===== src/rtl/rf_watch_pkg.sv =====
// Shared types and helpers for the register-file watch/check engine.
package rf_watch_pkg;

  localparam int REG_IDX_W = 5;

  typedef enum logic [2:0] {
    IDLE    = 3'd0,
    ARMED   = 3'd1,
    CHECK   = 3'd2,
    PASS    = 3'd3,
    FAIL    = 3'd4,
    TIMEOUT = 3'd5
  } ch_state_t;

  // Index width for n items, never below one bit so single-channel builds still have a port.
  function automatic int clog2_min1(input int n);
    int r;
    r = 0;
    for (int i = 0; i < 31; i++) begin
      if ((32'd1 << i) < 32'(n)) r = i + 1;
    end
    return (r < 1) ? 1 : r;
  endfunction

endpackage


===== src/rtl/rf_watch_channel.sv =====
// One watch channel: latched trigger/check config, timeout counter and result FSM.
module rf_watch_channel
  import rf_watch_pkg::*;
#(
  parameter int XLEN            = 32,
  parameter int TIMEOUT_W       = 16,
  parameter int TIMEOUT_DEFAULT = 1000
) (
  input  logic                 clk,
  input  logic                 rst,
  input  logic                 clear,
  input  logic                 arm,
  input  logic [REG_IDX_W-1:0] cfg_trig_reg,
  input  logic [XLEN-1:0]      cfg_trig_val,
  input  logic [REG_IDX_W-1:0] cfg_chk_reg,
  input  logic [XLEN-1:0]      cfg_chk_val,
  input  logic [TIMEOUT_W-1:0] cfg_timeout,
  input  logic [XLEN-1:0]      trig_data,
  input  logic [XLEN-1:0]      chk_data,
  output logic [REG_IDX_W-1:0] trig_reg,
  output logic [REG_IDX_W-1:0] chk_reg,
  output logic                 active,
  output logic                 enter_fail,
  output logic                 enter_timeout,
  output logic                 busy,
  output logic                 pass,
  output logic                 fail,
  output logic                 timeout
);

  localparam logic [TIMEOUT_W-1:0] CNT_ONE = {{(TIMEOUT_W-1){1'b0}}, 1'b1};
  localparam logic [TIMEOUT_W-1:0] CNT_DEF = TIMEOUT_W'(TIMEOUT_DEFAULT);

  ch_state_t              state_r, state_next_s;
  logic [TIMEOUT_W-1:0]   cnt_r, cnt_next_s, cnt_load_s;
  logic [REG_IDX_W-1:0]   trig_reg_r, chk_reg_r;
  logic [XLEN-1:0]        trig_val_r, chk_val_r;
  logic                   busy_r, pass_r, fail_r, timeout_r;

  assign cnt_load_s = (cfg_timeout == {TIMEOUT_W{1'b0}}) ? CNT_DEF : cfg_timeout;

  // Next state: clear beats arm, arm beats normal advance; a trigger match beats expiry.
  always_comb begin
    state_next_s = state_r;
    cnt_next_s   = cnt_r;
    if (clear) begin
      state_next_s = IDLE;
    end else if (arm) begin
      state_next_s = ARMED;
      cnt_next_s   = cnt_load_s;
    end else begin
      case (state_r)
        ARMED: begin
          if (trig_data == trig_val_r) begin
            state_next_s = CHECK;
          end else if (cnt_r == CNT_ONE) begin
            state_next_s = TIMEOUT;
          end else begin
            cnt_next_s = cnt_r - CNT_ONE;
          end
        end
        CHECK: begin
          if (chk_data == chk_val_r) begin
            state_next_s = PASS;
          end else begin
            state_next_s = FAIL;
          end
        end
        default: state_next_s = state_r;
      endcase
    end
  end

  assign active        = (state_r == ARMED) || (state_r == CHECK);
  assign enter_fail    = (state_r == CHECK) && (state_next_s == FAIL);
  assign enter_timeout = (state_r == ARMED) && (state_next_s == TIMEOUT);
  assign trig_reg      = trig_reg_r;
  assign chk_reg       = chk_reg_r;

  // State and timeout counter.
  always_ff @(posedge clk or negedge rst) begin
    if (!rst) begin
      state_r <= IDLE;
      cnt_r   <= {TIMEOUT_W{1'b0}};
    end else begin
      state_r <= state_next_s;
      cnt_r   <= cnt_next_s;
    end
  end

  // Latched configuration, captured only on an accepted arm.
  always_ff @(posedge clk or negedge rst) begin
    if (!rst) begin
      trig_reg_r <= {REG_IDX_W{1'b0}};
      trig_val_r <= {XLEN{1'b0}};
      chk_reg_r  <= {REG_IDX_W{1'b0}};
      chk_val_r  <= {XLEN{1'b0}};
    end else if (arm && !clear) begin
      trig_reg_r <= cfg_trig_reg;
      trig_val_r <= cfg_trig_val;
      chk_reg_r  <= cfg_chk_reg;
      chk_val_r  <= cfg_chk_val;
    end
  end

  // Registered status decode, one cycle behind the state.
  always_ff @(posedge clk or negedge rst) begin
    if (!rst) begin
      busy_r    <= 1'b0;
      pass_r    <= 1'b0;
      fail_r    <= 1'b0;
      timeout_r <= 1'b0;
    end else begin
      busy_r    <= active;
      pass_r    <= (state_r == PASS);
      fail_r    <= (state_r == FAIL);
      timeout_r <= (state_r == TIMEOUT);
    end
  end

  assign busy    = busy_r;
  assign pass    = pass_r;
  assign fail    = fail_r;
  assign timeout = timeout_r;

endmodule


===== src/rtl/rf_watch_monitor.sv =====
// Register-file watch engine: shadows CPU writebacks and runs N_CH trigger/check channels
// with per-channel timeouts, reporting status and the first failing channel.
module rf_watch_monitor
  import rf_watch_pkg::*;
#(
  parameter int N_CH            = 4,
  parameter int XLEN            = 32,
  parameter int TIMEOUT_W       = 16,
  parameter int TIMEOUT_DEFAULT = 1000
) (
  input  logic                          clk,
  input  logic                          rst,
  input  logic                          wb_valid,
  input  logic [REG_IDX_W-1:0]          wb_rd,
  input  logic [XLEN-1:0]               wb_data,
  input  logic                          cfg_valid,
  input  logic [clog2_min1(N_CH)-1:0]   cfg_ch,
  input  logic [REG_IDX_W-1:0]          cfg_trig_reg,
  input  logic [XLEN-1:0]               cfg_trig_val,
  input  logic [REG_IDX_W-1:0]          cfg_chk_reg,
  input  logic [XLEN-1:0]               cfg_chk_val,
  input  logic [TIMEOUT_W-1:0]          cfg_timeout,
  input  logic                          clear,
  output logic [N_CH-1:0]               busy,
  output logic [N_CH-1:0]               pass,
  output logic [N_CH-1:0]               fail,
  output logic [N_CH-1:0]               timeout,
  output logic                          all_done,
  output logic                          ff_valid,
  output logic [clog2_min1(N_CH)-1:0]   ff_ch,
  output logic [XLEN-1:0]               ff_got
);

  localparam int CH_W  = clog2_min1(N_CH);
  localparam int N_REG = 2 ** REG_IDX_W;

  logic [XLEN-1:0]      shadow_r [N_REG];
  logic [REG_IDX_W-1:0] trig_reg_s [N_CH];
  logic [REG_IDX_W-1:0] chk_reg_s [N_CH];
  logic [XLEN-1:0]      trig_data_s [N_CH];
  logic [XLEN-1:0]      chk_data_s [N_CH];
  logic [N_CH-1:0]      arm_s, active_s, enter_fail_s, enter_timeout_s;
  logic                 hit_s;
  logic [CH_W-1:0]      hit_ch_s;
  logic [XLEN-1:0]      hit_got_s;
  logic                 ff_valid_r, started_r, all_done_r;
  logic [CH_W-1:0]      ff_ch_r;
  logic [XLEN-1:0]      ff_got_r;

  // Shadow register file; x0 is never written so it stays zero.
  always_ff @(posedge clk or negedge rst) begin
    if (!rst) begin
      for (int i = 0; i < N_REG; i++) shadow_r[i] <= {XLEN{1'b0}};
    end else if (wb_valid && (wb_rd != {REG_IDX_W{1'b0}})) begin
      shadow_r[wb_rd] <= wb_data;
    end
  end

  for (genvar g = 0; g < N_CH; g++) begin : g_ch
    assign arm_s[g]       = cfg_valid && (cfg_ch == CH_W'(g));
    assign trig_data_s[g] = shadow_r[trig_reg_s[g]];
    assign chk_data_s[g]  = shadow_r[chk_reg_s[g]];

    rf_watch_channel #(
      .XLEN            (XLEN),
      .TIMEOUT_W       (TIMEOUT_W),
      .TIMEOUT_DEFAULT (TIMEOUT_DEFAULT)
    ) u_ch (
      .clk           (clk),
      .rst           (rst),
      .clear         (clear),
      .arm           (arm_s[g]),
      .cfg_trig_reg  (cfg_trig_reg),
      .cfg_trig_val  (cfg_trig_val),
      .cfg_chk_reg   (cfg_chk_reg),
      .cfg_chk_val   (cfg_chk_val),
      .cfg_timeout   (cfg_timeout),
      .trig_data     (trig_data_s[g]),
      .chk_data      (chk_data_s[g]),
      .trig_reg      (trig_reg_s[g]),
      .chk_reg       (chk_reg_s[g]),
      .active        (active_s[g]),
      .enter_fail    (enter_fail_s[g]),
      .enter_timeout (enter_timeout_s[g]),
      .busy          (busy[g]),
      .pass          (pass[g]),
      .fail          (fail[g]),
      .timeout       (timeout[g])
    );
  end

  // Lowest-index channel entering FAIL/TIMEOUT this cycle; scanning downward lets it win.
  always_comb begin
    hit_s     = 1'b0;
    hit_ch_s  = {CH_W{1'b0}};
    hit_got_s = {XLEN{1'b0}};
    for (int i = N_CH - 1; i >= 0; i--) begin
      if (enter_fail_s[i] || enter_timeout_s[i]) begin
        hit_s     = 1'b1;
        hit_ch_s  = CH_W'(i);
        hit_got_s = enter_fail_s[i] ? chk_data_s[i] : {XLEN{1'b0}};
      end else begin
        hit_s = hit_s;
      end
    end
  end

  // Sticky first-failure capture.
  always_ff @(posedge clk or negedge rst) begin
    if (!rst) begin
      ff_valid_r <= 1'b0;
      ff_ch_r    <= {CH_W{1'b0}};
      ff_got_r   <= {XLEN{1'b0}};
    end else if (clear) begin
      ff_valid_r <= 1'b0;
      ff_ch_r    <= {CH_W{1'b0}};
      ff_got_r   <= {XLEN{1'b0}};
    end else if (!ff_valid_r && hit_s) begin
      ff_valid_r <= 1'b1;
      ff_ch_r    <= hit_ch_s;
      ff_got_r   <= hit_got_s;
    end
  end

  // all_done needs at least one arm since reset/clear and nothing still waiting.
  always_ff @(posedge clk or negedge rst) begin
    if (!rst) begin
      started_r  <= 1'b0;
      all_done_r <= 1'b0;
    end else begin
      all_done_r <= started_r && !(|active_s);
      started_r  <= clear ? 1'b0 : (started_r || (|arm_s));
    end
  end

  assign all_done = all_done_r;
  assign ff_valid = ff_valid_r;
  assign ff_ch    = ff_ch_r;
  assign ff_got   = ff_got_r;

endmodule


===== config.mk =====
export PLATFORM = sky130hd
export DESIGN_NAME = rf_watch_monitor
export DESIGN_NICKNAME = d
export VERILOG_FILES = /design/src/rtl/rf_watch_pkg.sv /design/src/rtl/rf_watch_channel.sv /design/src/rtl/rf_watch_monitor.sv
export SDC_FILE = /design/constraint.sdc
export NUM_CORES = 2
export LEC_CHECK = 0
export BUFFER_PORTS_ARGS = -buffer_cell sky130_fd_sc_hd__clkbuf_2
export CAP_MARGIN = 25
export CORE_UTILIZATION = 30
export CTS_BUF_LIST = sky130_fd_sc_hd__clkbuf_8
export DETAILED_ROUTE_END_ITERATION = 6
export GPL_ROUTABILITY_DRIVEN = 0
export SYNTH_ARGS = -nofsm -noshare
export SYNTH_HDL_FRONTEND = slang
export SYNTH_HIERARCHICAL = 1
export SYNTH_SLANG_ARGS = --single-unit

===== constraint.sdc =====
create_clock -name clk -period 5.6 [get_ports clk]
set_input_delay 0.56 -clock clk [delete_from_list [all_inputs] [get_ports clk]]
set_output_delay 0.56 -clock clk [all_outputs]
set_load 0.01 [all_outputs]

==> impl_metrics.csv <==
group,metric,value,unit
status,status,"complete, but fails checks",
status,violations,"design-rule violations, negative setup slack",
timing,rsz0062_at_grt,"yes",
detailed_routing,ant_nets,0,
timing,post-route-min-period,5687,ps
global_routing,overflow,0,
clocking,root_buffer,"clkbuf_8",
detailed_routing,drt_pass1_iterations,7,
pwr,combPwrFrac,51.2,%
setup_path,r2r_slack,-90,ps
floorplan,core_region_area,0.4128,sq mm
logic_synthesis,syn-cell-area,0.1244,sq mm
timing,setup_viol,11,
timing,relSlewSlack,21.51,%
clocking,cts_tree,"done",
clocking,cts_buffers,275,
timing,hold_slack,45.40,ps
finish,drive_gt1_share,45.92,%
setup_path,cp_slowest_cell,"nor4_4",
setup_path,slowest_delay,630,ps
pwr,power.switching,25270,uW
placed_design,dp_hpwl,397.7,mm
timing,finalHoldViolCount,0,
run,cap_violations,0,
setup_path,end_kind,"register",
clocking,clkTransAtPathRegs,60,ps
setup_path,reg2reg_to,"ff_got[25]$_DFFE_PN0P_",
clocking,insertion_delay,1060,ps
timing,min_period_over_period,101.5,%
detailed_routing,vias_per_cell,6.800,
pwr,p_seq_share,29.6,%
finish,final_nets,10090,
timing,fmax,175.8,MHz
pwr,p_per_area,402.8,mW/mm^2
setup_path,required,6540,ps
setup_path,critPathKind,"register to register",
min_path,hold_path_startpoint,"cfg_timeout[0]",
logic_synthesis,yosys_warnings,6,
detailed_routing,num_vias,106500,
finish,largest-register,"shadow_r",
setup_path,r2r-start,"g_ch[2].u_ch/trig_reg[0]$_DFFE_PN0P_",
global_routing,antenna_found_initial,78,
placed_design,pre_cts_slack,-426.3,ps
min_path,min_path_cells,3,
finish,synthToLayoutAreaGrowth,15.94,%
setup_path,cpMostUsedCell,"buf_4",
min_path,hold_path_end,"g_ch[0].u_ch/cnt_r[0]$_DFFE_PN0P_",
floorplan,chipHeight,645.9,um
logic_synthesis,yosysUniqueCellTypes,84,
detailed_routing,postRouteWirelength,593.4,mm
setup_path,reg2reg_depth,20,
global_routing,globalRouteTotalUtil,27.58,%
logic_synthesis,ys_seq_area_share,29.15,%
logic_synthesis,synth_edf_count,0,
timing,fin_ws,-86.79,ps
pwr,internal_power,32820,uW
pwr,power_frac_clock,19.2,%
pwr,power_leakage,0.05630,uW
floorplan,pin_count,186,
finish,largest_reg_flops,1024,
pwr,p_sw_share,43.51,%
global_routing,grt_first_pass_wirelength,825.4,mm
finish,fill_cells,40180,
timing,clock_skew,103.7,ps
setup_path,path_delay_family,"simple AND/OR/NAND/NOR gates",
setup_path,crit_chain,"buf_4, buf_12, mux4_2, mux4_2, mux2_2, xnor2_1, nand4_1, nor4_4, buf_4, and2_1, nor3_1, nor4_1, buf_4, a21oi_2, nor2_1, buf_4, nand2_1, nand2_1, a221oi_1, a22oi_1",
detailed_routing,route.detailed.drc,29,
clocking,cts_buffer_depth,4,
placed_design,portBuffers,185,
finish,layout.cells.non_filler,15660,
pwr,vdd.ir_drop.worst,195.8,uV
clocking,htree_levels,5,
timing,final_max_slew_viol_count,0,
detailed_routing,wl_per_cell,37.88,um
finish,top_regs,"shadow_r (1024), g_ch.u_ch/chk_val_r (128), g_ch.u_ch/trig_val_r (128)",
logic_synthesis,synth_fp_nets,9828,
logic_synthesis,syn_area_per_cell,12.84,sq um
floorplan,fp.dieW,645.9,um
floorplan,start_util,30.13,%
setup_path,critPathLaunchType,"register",
logic_synthesis,synthCells,9686,
timing,setup_tns,-357.2,ps
setup_path,critPathArrivalTime,6620,ps
logic_synthesis,async_reset_ff_share,100.0,%
setup_path,cp.buffers_inverters,5,
floorplan,die_area,0.4172,sq mm
setup_path,crit_fanout,23,
logic_synthesis,synth_flop_cell,"dfrtp_1",
finish,final_common_cell,"mux4_2",
finish,final_cell_mix,"mux4_2, dfrtp_1, mux2_2",
placed_design,dp_cells,15060,
global_routing,grt_max_degree,147,
timing,tightest_slew,1177,ps
pwr,totalPowerFinal,58090,uW
min_path,hold_class,"input port to register",
global_routing,grt_pass1_vias,101400,
logic_synthesis,ys_ff_latch,1449,
detailed_routing,drt_iter0_markers,18250,
floorplan,row_count,236,
clocking,clock-sinks,1449,
## worst reg2reg max path, cell delays in order, from the launching register on
cell	delay [ps]
dfrtp_4	600
buf_4	190
buf_12	210
mux4_2	570
mux4_2	540
mux2_2	310
xnor2_1	510
nand4_1	270
nor4_4	640
buf_4	240
and2_1	150
nor3_1	100
nor4_1	220
buf_4	190
a21oi_2	80
nor2_1	140
buf_4	190
nand2_1	70
nand2_1	90
a221oi_1	60
a22oi_1	220
## power groups by stage
stage | Sequential, uW | Clock [uW] | Combinational (uW)
floorplan | 14800 | 0 | 18300
global placement | 16900 | 0 | 27700
detailed placement | 17000 | 0 | 28100
CTS | 16800 | 11200 | 28300
global route | 17300 | 11700 | 30300
finish | 17200 | 11200 | 29700
## stage by stage
stage / instance area [sq um] / util, %
6_report: 144200 / 34.93
5_1_grt: 144100 / 34.91
4_1_cts: 143600 / 34.78
3_5_place_dp: 137100 / 33.21
3_3_place_gp: 137000 / 33.18
2_1_floorplan: 124400 / -
## worst max path at each step
stage	from	end	slack [ps]	cells past startpoint
after floorplan	g_ch[3].u_ch/trig_reg[0]$_DFFE_PN0P_	ff_got[14]$_DFFE_PN0P_	130	19
after detailed placement	g_ch[2].u_ch/trig_reg[0]$_DFFE_PN0P_	ff_got[25]$_DFFE_PN0P_	-430	19
after CTS	g_ch[3].u_ch/trig_reg[0]$_DFFE_PN0P_	ff_got[25]$_DFFE_PN0P_	5	20
after global routing	g_ch[2].u_ch/chk_reg[1]$_DFFE_PN0P_	ff_got[25]$_DFFE_PN0P_	-30	22
after global placement	g_ch[2].u_ch/trig_reg[0]$_DFFE_PN0P_	ff_got[17]$_DFFE_PN0P_	-480	19
final	g_ch[2].u_ch/trig_reg[0]$_DFFE_PN0P_	ff_got[25]$_DFFE_PN0P_	-90	20
## Yosys cell counts (12+ instances only)
master       n  area (sq um)
xor2_1      88         770.7
o21ai_0     38         190.2
mux4_2    1868         42070
dfrtp_1   1449         36260
a21oi_1    310          1551
o22ai_1     44         275.3
a31oi_1     15         93.84
a22o_1      12         105.1
nor4_1     129         807.0
a211oi_1    17         127.6
xnor2_1    170          1489
nand2_1   1010          3791
a22oi_1    539          4046
nor3_1      51         255.2
and2_1      15         93.84
nor2b_1     21         131.4
buf_1      214         803.3
mux2i_1   1071         10720
nor2_1     147         551.8
buf_4       18         135.1
buf_2      189         945.9
mux2_2    1198         13490
nand4_1     52         325.3
inv_1       33         123.9
clkbuf_1   634          2380
nand2b_1    27         168.9
nand3b_1    12         90.09
nand3_1     33         165.2
and3_1      14         87.58
a221oi_1    48         420.4
## kinds of logic after synthesis
family | after synthesis | synth area share, %
multiplexers | 4139 | 53.31
AND/OR/NAND/NOR | 1585 | 5.698
flip-flops | 1449 | 29.15
adder cells (fa/ha/maj) | 8 | 0.08048
AO/OA/AOI/OAI | 1154 | 6.392
buffers and inverters | 1093 | 3.550
XOR/XNOR | 258 | 1.817
## metal layers
layer / track usage [%] / wire, um / vias to the layer above
li1: - / - / 39650
met1: 32.82 / 200900 / 54550
met2: 37.96 / 241600 / 9851
met3: 13.98 / 98030 / 2431
met4: 20.16 / 52550 / 40
met5: 0.1966 / 342 / -
## cell type report
type	count	area, sq um	share of cell area, %
Inverter	36	135.1	0.09371
Tap cell	5474	6849	4.750
Sequential cell	1449	36380	25.23
Clock inverter	127	888.4	0.6161
Clock buffer	342	4707	3.264
Timing Repair Buffer	1043	10310	7.153
Multi-Input combinational cell	7144	84800	58.81
Antenna cell	49	122.6	0.08504
## timing repair
action | in CTS | in global routing
pin swaps | 0 | 8
setup buffers | 0 | 6
cloned | 0 | 4
hold buffers | 76 | 0
endpoints found under the hold margin | 392 | 0
gates resized for setup | 17 | 40
setup endpoints to repair | 33 | 33
(Power assumes the default switching activity.)
